[src/rtl/multi_edge_detector.sv]
// Multi-channel edge detector: per-channel synchronizer, debounce filter,
// mode-qualified edge events, stretched output pulse and sticky status flag.
module multi_edge_detector #(
    parameter int unsigned      WIDTH           = 1,
    parameter int unsigned      SYNC_STAGES     = 2,
    parameter int unsigned      DEBOUNCE_CYCLES = 1,
    parameter int unsigned      PULSE_CYCLES    = 1,
    parameter logic [WIDTH-1:0] RESET_LEVEL     = '0
) (
    input  logic                 clk,
    input  logic                 rst_n,
    input  logic [WIDTH-1:0]     signal_in,
    input  logic [2*WIDTH-1:0]   mode,
    input  logic [WIDTH-1:0]     status_clear,
    output logic [WIDTH-1:0]     edge_detect_pulse,
    output logic [WIDTH-1:0]     level_out,
    output logic [WIDTH-1:0]     edge_seen
);

    localparam int unsigned CNT_W  = $clog2(DEBOUNCE_CYCLES + 1);
    localparam int unsigned PCNT_W = $clog2(PULSE_CYCLES + 1);
    localparam logic [CNT_W-1:0]  DEB_LAST   = CNT_W'(DEBOUNCE_CYCLES - 1);
    localparam logic [PCNT_W-1:0] PULSE_LOAD = PCNT_W'(PULSE_CYCLES);

    logic [WIDTH-1:0]  r_sync [SYNC_STAGES];
    logic [CNT_W-1:0]  r_cnt  [WIDTH];
    logic [PCNT_W-1:0] r_pcnt [WIDTH];

    logic [WIDTH-1:0]  w_sync;
    logic [CNT_W-1:0]  w_cnt_nxt  [WIDTH];
    logic [PCNT_W-1:0] w_pcnt_nxt [WIDTH];
    logic [WIDTH-1:0]  w_accept;
    logic [WIDTH-1:0]  w_event;
    logic [WIDTH-1:0]  w_pulse_nxt;

    assign w_sync = r_sync[SYNC_STAGES-1];

    // Synchronizer shift chain, all channels in parallel
    always_ff @(posedge clk or negedge rst_n) begin
        if (!rst_n) begin
            for (int unsigned s = 0; s < SYNC_STAGES; s++) begin
                r_sync[s] <= RESET_LEVEL;
            end
        end else begin
            r_sync[0] <= signal_in;
            for (int unsigned s = 1; s < SYNC_STAGES; s++) begin
                r_sync[s] <= r_sync[s-1];
            end
        end
    end

    // Debounce acceptance, mode qualification and pulse counter next state
    always_comb begin
        w_accept    = '0;
        w_event     = '0;
        w_pulse_nxt = '0;
        for (int unsigned i = 0; i < WIDTH; i++) begin
            w_cnt_nxt[i]  = '0;
            w_pcnt_nxt[i] = r_pcnt[i];
            if (w_sync[i] != level_out[i]) begin
                if (r_cnt[i] == DEB_LAST) begin
                    w_accept[i] = 1'b1;
                end else begin
                    w_cnt_nxt[i] = r_cnt[i] + 1'b1;
                end
            end
            // New level 1 is a rising edge (mode bit 0), 0 is falling (mode bit 1)
            w_event[i] = w_accept[i] & (w_sync[i] ? mode[2*i] : mode[2*i+1]);
            if (w_event[i]) begin
                w_pcnt_nxt[i] = PULSE_LOAD;
            end else if (r_pcnt[i] != '0) begin
                w_pcnt_nxt[i] = r_pcnt[i] - 1'b1;
            end
            w_pulse_nxt[i] = (w_pcnt_nxt[i] != '0);
        end
    end

    // Per-channel state and registered outputs
    always_ff @(posedge clk or negedge rst_n) begin
        if (!rst_n) begin
            level_out         <= RESET_LEVEL;
            edge_detect_pulse <= '0;
            edge_seen         <= '0;
            for (int unsigned i = 0; i < WIDTH; i++) begin
                r_cnt[i]  <= '0;
                r_pcnt[i] <= '0;
            end
        end else begin
            level_out         <= level_out ^ w_accept;
            edge_detect_pulse <= w_pulse_nxt;
            edge_seen         <= w_event | (edge_seen & ~status_clear);
            for (int unsigned i = 0; i < WIDTH; i++) begin
                r_cnt[i]  <= w_cnt_nxt[i];
                r_pcnt[i] <= w_pcnt_nxt[i];
            end
        end
    end

endmodule

[config.mk]
export PLATFORM = sky130hd
export DESIGN_NAME = multi_edge_detector
export DESIGN_NICKNAME = d
export VERILOG_FILES = /design/src/rtl/multi_edge_detector.sv
export SDC_FILE = /design/constraint.sdc
export NUM_CORES = 1
export LEC_CHECK = 0
export CAP_MARGIN = 25
export CORE_AREA = 4 4 41 43
export DETAILED_ROUTE_END_ITERATION = 8
export DIE_AREA = 0 0 45 47
export HOLD_SLACK_MARGIN = 0.1
export PLACE_DENSITY_LB_ADDON = 0.08
export SLEW_MARGIN = 30
export SYNTH_ARGS = -nofsm -noshare
export SYNTH_HDL_FRONTEND = slang
export SYNTH_SLANG_ARGS = --single-unit
[constraint.sdc]
create_clock -name clk -period 0.8 [get_ports clk]
set_input_delay 0.12 -clock clk [delete_from_list [all_inputs] [get_ports clk]]
set_output_delay 0.12 -clock clk [all_outputs]
set_load 0.05 [all_outputs]
### Word level (Yosys, flattened, before mapping)

Index checks and enable logic that the tools add are counted.

| storage, ports and cells | value |
|---|---|
| register bits after elaboration | 6 |
| output and inout bits | 3 |
| bits of input ports | 6 |

| cells by class | value |
|---|---|
| $add $sub $neg | 2 |
| bitwise operators | 5 |
| equal/unequal tests | 1 |
| mux-type cells | 7 |

Operators by type and width:

| operator | number |
|---|---|
| $mux W1 | 7 |
| $and A1 B1 Y1 | 2 |
| $add A1 B1 Y1 const B | 1 |
| $ne A1 B1 Y1 | 1 |
| $not A1 Y1 | 1 |
| $or A1 B1 Y1 | 1 |
| $sub A1 B1 Y1 const B | 1 |
| $xor A1 B1 Y1 | 1 |

### Longest topological paths before layout

| depth | value |
|---|---|
| depth after elaboration | 4 |
| mapped depth | 2 |
| gate-level depth less buffers | 2 |

### Least setup slack after synthesis

OpenSTA, ideal clock, no wires.

| timing | value |
|---|---|
| path kind | register to register |
| from | reg level_out |
| to | reg edge_seen |
| setup slack | -0.182 ns |
| library setup time | 0.127 ns |
| arrival time | 0.855 ns |
| stages on the path, launching flop included | 3 |
| path through | dfrtp_1 > nand3b_1 > nand3_1 |

| between the ends | value |
|---|---|
| cells in the longest elaborated chain, start to end | 4 |

Ends and longest elaborated chain:

| what | line | RTL |
|---|---|---|
| start, declared | 16 | `output logic [WIDTH-1:0] level_out,` |
| start signal, assigned | 89 | `level_out <= level_out ^ w_accept;` |
| $ne A1 B1 Y1 | 60 | `if (w_sync[i] != level_out[i]) begin` |
| $mux W1 | 60 |  |
| $and A1 B1 Y1 | 68 | `w_event[i] = w_accept[i] & (w_sync[i] ? mode[2*i] : mode[2*i+1]);` |
| $or A1 B1 Y1 | 91 | `edge_seen <= w_event \| (edge_seen & ~status_clear);` |
| end signal, assigned | 91 |  |
| end, declared | 17 | `output logic [WIDTH-1:0] edge_seen` |

Every way passes these cells.

### Worst setup path in the final report

| timing | value |
|---|---|
| from | reg edge_seen |
| to | out edge_seen |

No word-level cell between the ends.

==> impl_results.rst <==
.. list-table::
   :header-rows: 1

   * - Metric
     - Value
   * - Status
     - finished with violations
   * - Failing checks
     - negative setup slack
   * - Transition at the pin with the smallest max-transition slack
     - 227 ps
   * - Total number of H-tree levels
     - 1
   * - Initial detailed-routing violation count
     - 0
   * - Starting Density
     - around an eighth
   * - Crit path largest cell delay
     - roughly 420 ps
   * - Number of antenna violations at the first check in global routing
     - 0
   * - Ordered cell list for the critical path
     - buf_12
   * - Critical path capture point type
     - output port
   * - Share of layout cells above drive strength 1
     - 39.1%
   * - Flop and latch count out of synthesis
     - 5
   * - Number of nets in the synthesized netlist
     - 17
   * - Post-synthesis area per instance
     - ~14 um2
   * - Area of combinational cells with multiple inputs
     - between 30 and 40 um2
   * - Netlist area before placement
     - 159 um2
   * - Number of failing setup endpoints in the final timing report
     - 5
   * - Maximum operating frequency
     - roughly 1.1 GHz
   * - Number of top-level pins
     - 9
   * - Library cell contributing the largest single delay on the critical path
     - dfrtp_2
   * - Total global-route track usage
     - between 4 and 5%
   * - Sequential standard cell area
     - 128 um2
   * - Overall power of the completed layout
     - approximately 720 uW
   * - Total die area
     - 2120 um2
   * - Most common cell after layout, fill and taps aside
     - clkdlybuf4s50_1
   * - Required arrival time at the worst endpoint
     - 680 ps
   * - Top library cells by usage in the layout, fill and taps aside
     - 5 x clkdlybuf4s50_1, 3 x clkbuf_4, 3 x buf_12, 3 x dfrtp_1
   * - Buf+Inv Stages, Crit Path
     - 1
   * - GRT met2 Usage
     - ~4.5%
   * - Warnings, synthesis
     - 0
   * - Count of different cell masters after synthesis
     - 6
   * - Die X-Extent
     - roughly 45 um
   * - DRC errors left
     - 0
   * - Power per unit of standard cell area
     - roughly 2200 nW/um2
   * - Total number of vias
     - between 100 and 150
   * - Hold buffer count at CTS
     - 0
   * - Crit path kind
     - register to output port
   * - Placeable core region
     - ~1300 um2
   * - Area growth from synthesis to layout
     - 102%
   * - CP arrival
     - approximately 800 ps
   * - Fill cell total of the finished layout
     - between 100 and 150
   * - Buffer cell driving the clock tree root
     - clkbuf_4
   * - Number of routed nets with antenna violations
     - 0
   * - Layer with the highest usage
     - met3
   * - Wire length of the first global-routing pass
     - just over 600 um
   * - VDD IR-drop max
     - 1.07 mV
   * - Global placer's final weighted congestion
     - between 0.5 and 0.6
   * - Beginning of the critical path
     - edge_seen
   * - GRT met3 Usage
     - 9.20%
   * - Period utilization
     - 117%
   * - Cells after Synth
     - 11
   * - Worst hold slack across all endpoints
     - around 95 ps
   * - Global route total overflow
     - 0
   * - Via count of the first global-routing pass
     - between 100 and 150
   * - Number of buffers inserted by port buffering
     - 8
   * - Maximum number of pins on one net before global-route repair
     - 6
   * - Total number of placement rows
     - 13
   * - Maximum Capacitance Violations
     - 0
   * - Total count of hold-check failures in the final report
     - 0
   * - Leakage dissipation
     - around 0.00014 uW
   * - Height of the die
     - 47 um
   * - Antenna diodes
     - 0
   * - Critical Path Start Type
     - register
   * - Met1 routing resource usage after global routing
     - 4.62%
   * - Maximum fanout along the worst path
     - 2
   * - Total number of clock tree sinks
     - 5
   * - TritonCTS clock tree
     - built
   * - Kind of cell adding the most delay to the critical path
     - flip-flops
   * - Worst-path clk slew
     - around 50 ps
   * - Average via count per standard cell
     - between 3 and 4
   * - Worst skew pair latency
     - between 200 and 250 ps
   * - Pre-Repair DR Iteration Count
     - 1
   * - Fin crit period
     - just over 900 ps
   * - Final Max Tran Viols
     - 0
   * - Worst slack, placed
     - -59.2 ps
   * - DPL Wire Length
     - ~260 um
   * - TritonCTS Buffers
     - 3
   * - Hold WC Path Type
     - input port to async pin
   * - Sequential cell area fraction in the yosys report
     - between 70% and 80%
   * - Relative slew slack
     - ~85%
   * - Clock tree skew after final layout
     - 7.28 ps
   * - Final-stage net count
     - 30
   * - Wire per inst
     - 9.42 um
   * - Final WS setup
     - -133 ps
   * - Number of buffers between clock root and the deepest sink
     - 2
   * - RSZ-0062 raised after global routing
     - true
   * - R2r startpoint
     - level_out
   * - DRT Wirelength
     - 358 um
metal layers:
layer,vias up,wire length [um]
met1,57,140
met2,11,113
met4,0,0
li1,60,-
met3,0,103
met5,-,0
layout make-up:
class,count,area share [%]
clock buffer,4,8.20
multi-input combinational,5,9.38
sequential,5,39.8
tap,15,5.86
timing repair buffer,9,36.7
stage by stage:
step / util, % / TNS, ps / cell area, um2 / std cells
CTS: 24.6 / -494 / 320 / 38
global route: 24.6 / -614 / 320 / 38
floorplan: - / -73.5 / 161 / 11
detailed placement: 22.0 / -83.4 / 287 / 33
global placement: 22.0 / -91.3 / 287 / 33
finish: 24.6 / -453 / 320 / 38
Yosys cell counts:
master / number / area share, %
dfrtp_1: 5 / 79
nand3b_1: 2 / 9.4
clkbuf_1: 1 / 2.4
nand2_1: 1 / 2.4
nand2b_1: 1 / 3.9
nand3_1: 1 / 3.1
sequential cells by signal (all words and copies together) (netlist names):
name,count
edge_seen,1
r_sync,1
w_sync,1
level_out,1
r_pcnt,1
cell families after synthesis:
| group | synth area share (%) |
|---|---|
| buffers and inverters | 2.36 |
| AND/OR/NAND/NOR | 18.9 |
| flip-flops | 78.7 |
power breakdown:
part / leakage (uW) / total [uW] / internal [uW] / switching, uW
clock network: 0.0000150 / 296 / 189 / 107
registers: 0.0000580 / 286 / 272 / 13.6
logic: 0.0000670 / 134 / 74.5 / 59.8
total: 0.000140 / 716 / 535 / 180
final timing paths:
path	to	slack, ps	depth (start not counted)
max	edge_seen	-130	1
min	r_pcnt	100	1
max reg2reg	edge_seen	-50	3
min reg2reg	w_sync	340	0
max in group asynchronous	level_out	490	1
min in group clk	r_sync[1]	320	1
timing repair:
| action | CTS | global route |
|---|---|---|
| cloned | 0 | 0 |
| resized for setup | 0 | 0 |
| setup buffers | 1 | 0 |
| hold endpoints to repair | 0 | 0 |
| endpoints found under the setup margin | 3 | 5 |
Note: power is estimated with default switching activity, not from simulation.
